$ cat src/rtl/cpu_mem_pkg.sv
// Shared types for the CPU memory port: RAM command encoding, requester id,
// arbiter state and the read-return tag carried alongside each read.
package cpu_mem_pkg;

   typedef enum logic [1:0] {
      MEM_NONE  = 2'b00,
      MEM_READ  = 2'b01,
      MEM_WRITE = 2'b10
   } mem_cmd_t;

   typedef enum logic {
      SRC_IF,
      SRC_D
   } mem_src_t;

   typedef enum logic {
      ARB_NORMAL,
      ARB_FETCH_PRIO
   } arb_state_t;

   typedef struct packed {
      logic     valid;
      mem_src_t src;
   } rd_tag_t;

endpackage

$ cat src/rtl/rd_tag_pipe.sv
// Fixed-depth shift register of read tags; the output lines up with the RAM's
// read data DEPTH cycles after the tag was pushed.
module rd_tag_pipe
   import cpu_mem_pkg::*;
#(
   parameter int unsigned DEPTH = 1
) (
   input  logic    clk,
   input  logic    reset,
   input  rd_tag_t tag_i,
   output rd_tag_t tag_o
);

   rd_tag_t pipe_q [DEPTH];

   always_ff @(posedge clk) begin
      if (reset) begin
         for (int i = 0; i < DEPTH; i++) begin
            pipe_q[i] <= '0;
         end
      end else begin
         pipe_q[0] <= tag_i;
         for (int i = 1; i < DEPTH; i++) begin
            pipe_q[i] <= pipe_q[i-1];
         end
      end
   end

   assign tag_o = pipe_q[DEPTH-1];

endmodule

$ cat src/rtl/mem_port_arbiter.sv
// Single-port RAM arbiter between instruction fetch and the load/store stage,
// with a starvation guard for fetch and in-order read-data return.
//
// state          | meaning
// ARB_NORMAL     | D has priority; fetch wins only when D is idle
// ARB_FETCH_PRIO | fetch was starved; fetch wins once, then back to NORMAL
module mem_port_arbiter
   import cpu_mem_pkg::*;
#(
   parameter int unsigned ADDR_W     = 9,
   parameter int unsigned DATA_W     = 16,
   parameter int unsigned RD_LAT     = 1,
   parameter int unsigned STARVE_MAX = 3
) (
   input  logic              clk,
   input  logic              reset,
   input  logic              halt,
   input  logic              if_req,
   input  logic [ADDR_W-1:0] if_addr,
   output logic              if_gnt,
   output logic              if_rvalid,
   output logic [DATA_W-1:0] if_rdata,
   input  logic              d_req,
   input  logic              d_we,
   input  logic [ADDR_W-1:0] d_addr,
   input  logic [DATA_W-1:0] d_wdata,
   output logic              d_gnt,
   output logic              d_rvalid,
   output logic [DATA_W-1:0] d_rdata,
   output mem_cmd_t          mem_cmd,
   output logic [ADDR_W-1:0] mem_addr,
   output logic [DATA_W-1:0] mem_wdata,
   input  logic [DATA_W-1:0] mem_rdata
);

   localparam int unsigned            CNT_W      = $clog2(STARVE_MAX + 1);
   localparam logic [CNT_W-1:0]       STARVE_LIM = CNT_W'(STARVE_MAX);

   arb_state_t        state_q, state_d;
   logic [CNT_W-1:0]  starve_cnt_q, starve_cnt_d;
   logic [ADDR_W-1:0] addr_q, addr_d;
   logic [DATA_W-1:0] wdata_q, wdata_d;
   logic              if_ok;
   logic              if_gnt_c, d_gnt_c;
   mem_cmd_t          mem_cmd_c;
   rd_tag_t           tag_in, tag_out;

   assign if_ok = if_req && !halt;

   always_comb begin
      if_gnt_c     = 1'b0;
      d_gnt_c      = 1'b0;
      state_d      = state_q;
      starve_cnt_d = starve_cnt_q;
      case (state_q)
         ARB_NORMAL: begin
            d_gnt_c  = d_req;
            if_gnt_c = if_ok && !d_req;
            if (if_gnt_c || !if_req) begin
               starve_cnt_d = '0;
            end else if (if_ok && starve_cnt_q != STARVE_LIM) begin
               starve_cnt_d = starve_cnt_q + 1'b1;
            end
            if (starve_cnt_d == STARVE_LIM) begin
               state_d = ARB_FETCH_PRIO;
            end
         end
         ARB_FETCH_PRIO: begin
            // Fetch takes this cycle if it can; otherwise D is not held off.
            if_gnt_c     = if_ok;
            d_gnt_c      = d_req && !if_ok;
            state_d      = ARB_NORMAL;
            starve_cnt_d = '0;
         end
         default: begin
            state_d      = ARB_NORMAL;
            starve_cnt_d = '0;
         end
      endcase
      if (reset) begin
         if_gnt_c = 1'b0;
         d_gnt_c  = 1'b0;
      end
   end

   always_comb begin
      mem_cmd_c = MEM_NONE;
      addr_d    = addr_q;
      wdata_d   = wdata_q;
      if (d_gnt_c) begin
         mem_cmd_c = d_we ? MEM_WRITE : MEM_READ;
         addr_d    = d_addr;
         wdata_d   = d_wdata;
      end else if (if_gnt_c) begin
         mem_cmd_c = MEM_READ;
         addr_d    = if_addr;
      end
   end

   always_ff @(posedge clk) begin
      if (reset) begin
         state_q      <= ARB_NORMAL;
         starve_cnt_q <= '0;
         addr_q       <= '0;
         wdata_q      <= '0;
      end else begin
         state_q      <= state_d;
         starve_cnt_q <= starve_cnt_d;
         addr_q       <= addr_d;
         wdata_q      <= wdata_d;
      end
   end

   assign tag_in.valid = (mem_cmd_c == MEM_READ);
   assign tag_in.src   = d_gnt_c ? SRC_D : SRC_IF;

   rd_tag_pipe #(
      .DEPTH (RD_LAT)
   ) u_rd_tag_pipe (
      .clk   (clk),
      .reset (reset),
      .tag_i (tag_in),
      .tag_o (tag_out)
   );

   assign if_gnt    = if_gnt_c;
   assign d_gnt     = d_gnt_c;
   assign mem_cmd   = mem_cmd_c;
   assign mem_addr  = reset ? '0 : addr_d;
   assign mem_wdata = reset ? '0 : wdata_d;

   // Return path is gated during reset so reads issued just before it vanish.
   assign if_rvalid = !reset && tag_out.valid && (tag_out.src == SRC_IF);
   assign d_rvalid  = !reset && tag_out.valid && (tag_out.src == SRC_D);
   assign if_rdata  = if_rvalid ? mem_rdata : '0;
   assign d_rdata   = d_rvalid  ? mem_rdata : '0;

endmodule

$ cat config.mk
export PLATFORM = sky130hd
export DESIGN_NAME = mem_port_arbiter
export DESIGN_NICKNAME = d
export VERILOG_FILES = /design/src/rtl/cpu_mem_pkg.sv /design/src/rtl/rd_tag_pipe.sv /design/src/rtl/mem_port_arbiter.sv
export SDC_FILE = /design/constraint.sdc
export NUM_CORES = 1
export LEC_CHECK = 0
export ABC_AREA = 1
export BUFFER_PORTS_ARGS = -buffer_cell sky130_fd_sc_hd__buf_2
export CAP_MARGIN = 5
export CORE_AREA = 2 2 63 65
export DETAILED_ROUTE_END_ITERATION = 7
export DIE_AREA = 0 0 65 67
export PLACE_DENSITY = 0.82
export SYNTH_ARGS = -nofsm -noshare
export SYNTH_HDL_FRONTEND = slang
export SYNTH_HIERARCHICAL = 1
export SYNTH_SLANG_ARGS = --single-unit
$ cat constraint.sdc
create_clock -name clk -period 2.9 [get_ports clk]
set_input_delay 0.435 -clock clk [delete_from_list [all_inputs] [get_ports clk]]
set_output_delay 0.435 -clock clk [all_outputs]
set_load 0.05 [all_outputs]
# Word level (Yosys, flattened, before mapping)
# Memory sizes are Yosys's and may differ from the RTL's.
# Cells that the tools add are included.
[classes] addsub=1 n_eq_ne=3 muxes=26 bitwise_logic=2 reduce_logical=14
[ops] operator="$mux W16" count=4
[ops] operator="$mux W9" count=3
[ops] operator="$mux W2" count=6
[ops] operator="$mux W1" count=9
[ops] operator="$logic_and A1 B1 Y1" count=7
[ops] operator="$pmux W1 S2" count=3
[ops] operator="$logic_not A1 Y1" count=5
[ops] operator="$pmux W2 S2" count=1
[ops] operator="$add A2 B1 Y2 const B" count=1
[ops] operator="$eq A2 B1 Y1 const B" count=1
[ops] operator="$eq A2 B2 Y1 const B" count=1
[ops] operator="$ne A2 B2 Y1 const B" count=1
[ops] operator="$not A1 Y1" count=2
[ops] operator="$reduce_or A2 Y1" count=1
[ops] operator="$logic_or A1 B1 Y1" count=1
[totals] regBits=28 ram_bits=2 inputBits=56 out_inout_bits=63 wordCells=51 memories=1
[memory_table] memory="u_rd_tag_pipe.pipe_q" depth=1 word_bits=2 read_ports=1 rd_clocked_by_memory_dff=0 write_ports=1 line_no="rd_tag_pipe.sv:14" text="rd_tag_t pipe_q [DEPTH];"

# Longest topological paths before layout
[logic_depth] depth_word=9 ltp_mapped=9 mapped_depth_nobuf=8

# Cells and area by module
# The synthesis kept the hierarchy.
[modules_own_cells] module="mem_port_arbiter" instances=1 cells_each=236 area_each_um2=1492.7 seq_area_each_um2=560.5
[modules_own_cells] module="rd_tag_pipe" instances=1 cells_each=6 area_each_um2=55.1 seq_area_each_um2=40.0

# Least setup slack after synthesis
# Ideal clock, no wire load.
[synth_path] kind="input to output" start="input reset" end="output d_rdata[10]" t_arrival_ns=2.307 required_time_ns=2.465 path_slack_ns=0.158 path_stages=5 path_buffers=2 cell_sequence="buf_4 nor3_2 inv_2 buf_6 nor2_1"
[synth_via] elab_chain_cells=4
[synth_lines] element="start, declared" line_no="mem_port_arbiter.sv:16" text="input logic reset,"
[synth_lines] element="$logic_not A1 Y1" line_no="mem_port_arbiter.sv:134" text="assign d_rvalid = !reset && tag_out.valid && (tag_out.src == SRC_D);"
[synth_lines] element="$logic_and A1 B1 Y1 (2 in a row)" line_no="mem_port_arbiter.sv:134"
[synth_lines] element="via d_rvalid" line_no="mem_port_arbiter.sv:28" text="output logic d_rvalid,"
[synth_lines] element="$mux W16" line_no="mem_port_arbiter.sv:136" text="assign d_rdata = d_rvalid ? mem_rdata : '0;"
[synth_lines] element="end, declared" line_no="mem_port_arbiter.sv:29" text="output logic [DATA_W-1:0] d_rdata,"
# The timed path passes the listed nets, and every way through them passes these cells.

# Final worst setup path
[layout_path] start="register state_q" end="output mem_addr[1]"
[layout_via] elab_chain_cells=6 elab_cells_between_ends=8 classes_between="mux (7); bitwise (1)"
[layout_lines] element="start, declared" line_no="mem_port_arbiter.sv:39" text="arb_state_t state_q, state_d;"
[layout_lines] element="start signal, assigned" line_no="mem_port_arbiter.sv:107" text="state_q <= state_d;"
[layout_lines] element="$not A1 Y1"
[layout_lines] element="$pmux W1 S2" line_no="mem_port_arbiter.sv:55" text="case (state_q)"
[layout_lines] element="$mux W1" line_no="mem_port_arbiter.sv:80" text="if (reset) begin"
[layout_lines] element="$mux W9" line_no="mem_port_arbiter.sv:94" text="end else if (if_gnt_c) begin"
[layout_lines] element="$mux W9 (*)" line_no="mem_port_arbiter.sv:90" text="if (d_gnt_c) begin"
[layout_lines] element="$mux W9 (*)"
[layout_lines] element="end, declared" line_no="mem_port_arbiter.sv:31" text="output logic [ADDR_W-1:0] mem_addr,"
# Mark *: on every way between the ends. The rest lies on a longest branch, timed or not.

==> flow_metrics.py <==
metrics = {
    "route": {
        "route.layer.met1.wl_um": 1790,
        "drt-pass1-iter-count": 4,
        "via_count": 1806,
        "drt.antenna.violating_nets": 0,
        "met3WireLength_um": 532,
        "dr.first_iter.drc_count": 39,
        "routed_via_density": 4.44,
        "wl_um": 4230,
        "highest_layer": "met4",
        "remaining_drc_errors": 0,
        "met2_length_um": 1860,
        "drt-wirelength-per-cell_um": 10.4,
    },
    "worst_setup_path": {
        "worstSetupPathDepth": 8,
        "critPathSlowestCell": "dfxtp_1",
        "end_kind": "output port",
        "critPathLaunchType": "flip-flop",
        "worstPathCellList": "nand3_2 -> nand2_4 -> inv_2 -> nand2_2 -> nand2_1 -> nor2_1 -> nor2_1 -> buf_2",
        "worstReg2RegStart": "state_q",
        "worst-r2r-setup-slack_ps": 1400,
        "cp_common_cell": "nor2_1",
        "worstPathArrival_ps": 1950,
        "crit_type": "reg2out",
        "cp_top_family": "simple AND/OR/NAND/NOR gates",
        "worstPathMaxFanout": 27,
        "cp_slowest_stage_delay_ps": 330,
        "r2r_end": "addr_q[1]",
        "reg2regPathDepth": 7,
        "path_buf_inv": 2,
        "worst-endpoint-required_ps": 2470,
    },
    "final_layout": {
        "seqCellArea_um2": 601,
        "final_layout_size_suffix_gt1_frac": 0.388,
        "syn2layout_area_growth_pct": 45.0,
        "design_area_um2": 2240,
        "nNetsFinal": 414,
        "multiInputGateArea_um2": 693,
        "fill_cells": 336,
    },
    "logic_synthesis": {
        "synth.yosys.seq_area_share": 0.388,
        "number_of_different_library_cells_in_the_post_synthesis_netlist": 23,
        "ys_dominant_reg_cell": "dfxtp_1",
        "yosys.area.top_type_share": 0.388,
        "synth_most_common_cell": "nand2_1",
        "synth-edff-count": 0,
        "yosys-top-cells-count": "nand2_1 (49), inv_1 (46), nor2_1 (46), dfxtp_1 (30), nand3_1 (19)",
        "async_reset_ff_frac": 0,
        "synthesis.instances": 242,
        "synthesized_net_count": 299,
        "synth_top_area_cell": "dfxtp_1",
        "ff_latch_count_synth": 30,
        "postSynthAreaPerCell_um2": 6.40,
        "synth_top_cells_by_area": "dfxtp_1 (39%), nand2_1 (12%), inv_1 (11%)",
        "synthesis.area_um2": 1550,
        "synth_warnings": 6,
    },
    "global_route": {
        "tot_gr_track_use": 0.195,
        "global_route.overflow_total": 0,
        "first_pass_grt_wire_length_um": 6450,
        "grt_start_max_net_pins": 28,
        "number_of_antenna_violations_at_the_first_check_in_global_routing": 1,
        "first_global_vias": 1537,
    },
    "placed_design": {
        "numPortBuffers": 118,
        "postPlaceCellArea_um2": 2130,
        "half_perimeter_wire_length_after_detailed_placement_um": 3270,
        "gp_congestion": 0.815,
    },
    "floorplanning": {
        "num_rows": 22,
        "die_footprint_um2": 4360,
        "initial_core_utilization": 0.429,
        "core_area_um2": 3610,
        "io_pins": 119,
        "dieWidth_um": 65,
        "die_h_um": 67,
    },
    "sta": {
        "timing.clock.skew_ps": 8.48,
        "hold_violations": 0,
        "final_min_period_over_clock_period": 0.822,
        "worst_tran_pin_value_ps": 470,
        "finalSetupTns_ps": 0,
        "slew-limit-headroom": 0.685,
        "grt_setup_unrepaired": "false",
        "setup_viol": 0,
        "achievable-frequency_ghz": 0.420,
        "period_needed_ps": 2380,
        "maxSlewViolCount": 0,
    },
    "clock_network": {
        "clock_insertion_delay_worst_skew_ps": 280,
        "tritoncts": "done",
        "cts_hold_buffers": 0,
        "clock_tree.htree_level_count": 2,
        "ctsResizeCount": 0,
        "cts.path.max_buffers": 2,
        "clk_pin_slew_worst_paths_ps": 60,
        "cts_setup_buffers": 0,
        "cts-buffers-inserted": 5,
        "clock-root-buffer": "clkbuf_8",
        "clkSinkCount": 30,
    },
    "worst_hold_path": {
        "hold_path_end": "wdata_q[4]",
        "worstHoldStart": "d_wdata[4]",
        "min_path_type": "in2reg",
        "min_delay_path_depth": 3,
    },
    "run_status": {
        "outcome": "completed",
    },
    "run": {
        "maxCapViolations": 0,
    },
    "power": {
        "vdd_drop_max_v": 0.000445,
        "powerDensity_nw_per_um2": 482,
        "p_leak_nw": 1.44,
    },
}
cell type report:
| class | instances | area share |
|---|---|---|
| Inverter | 50 | 0.0836 |
| Timing Repair Buffer | 118 | 0.263 |
| Multi-Input combinational cell | 152 | 0.309 |
| Clock buffer | 8 | 0.0491 |
| Antenna cell | 1 | 0.00111 |
| Tap cell | 48 | 0.0268 |
| Sequential cell | 30 | 0.268 |
flip-flops by register name (all words and copies together), names as in the netlist:
signal and cells:
wdata_q 16, state_q 1, starve_cnt_q 2, addr_q 9, u_rd_tag_pipe/pipe_q 2
stage by stage:
stage	hold WS [ps]	setup slack, ps	power, mW	std cells	utilization
finish	414	516	1.08	407	0.622
global route	425	336	1.13	406	0.622
CTS	409	487	1.09	406	0.622
detailed placement	458	560	0.700	398	0.591
global placement	454	611	0.697	398	0.591
floorplan	507	158	0.627	242	-
worst min-delay path, stage by stage:
cell	delay, ps
buf_2	90
nand2_1	50
a21oi_1	60
power by group:
group	switching (mW)	internal (mW)	total, mW
registers	0.00601	0.434	0.440
clock network	0.151	0.239	0.391
logic	0.181	0.0708	0.251
total	0.338	0.744	1.08
per-layer routing:
| layer | vias to the layer above | track usage |
|---|---|---|
| li1 | 953 | - |
| met1 | 750 | 0.204 |
| met2 | 99 | 0.352 |
| met3 | 4 | 0.0743 |
| met4 | 0 | 0.0718 |
| met5 | - | 0 |
kinds of logic (layout without fill, tap and decap cells):
kind of cell    count (synthesis)  after routing  synth area share
other cells                     0              1                 0
xor+xnor                        1              1           0.00566
buf+inv                        60            176             0.164
flops                          30             30             0.388
fa+ha+maj                       1              1           0.00808
simple gates                  122            122             0.339
compound gates                 28             28            0.0954
worst max path at each step:
| stage | startpoint | end | slack [ps] |
|---|---|---|---|
| 6_report | state_q | mem_addr[1] | 520 |
| 2_1_floorplan | reset | d_rdata[10] | 160 |
| 4_1_cts | state_q | mem_addr[1] | 490 |
| 5_1_grt | state_q | mem_addr[1] | 340 |
| 3_5_place_dp | if_req | mem_addr[1] | 560 |
| 3_3_place_gp | halt | mem_addr[1] | 610 |
layout by cell type, fill, tap and decap left out, types with 3 or more instances in the layout:
cell type,count
buf_2,118
nand2_1,49
inv_1,46
nor2_1,46
dfxtp_1,30
nand3_1,19
a21oi_1,14
o21ai_0,10
clkbuf_8,8
inv_2,4
o21ai_1,3
No activity file was read; power rests on OpenSTA's default activity.
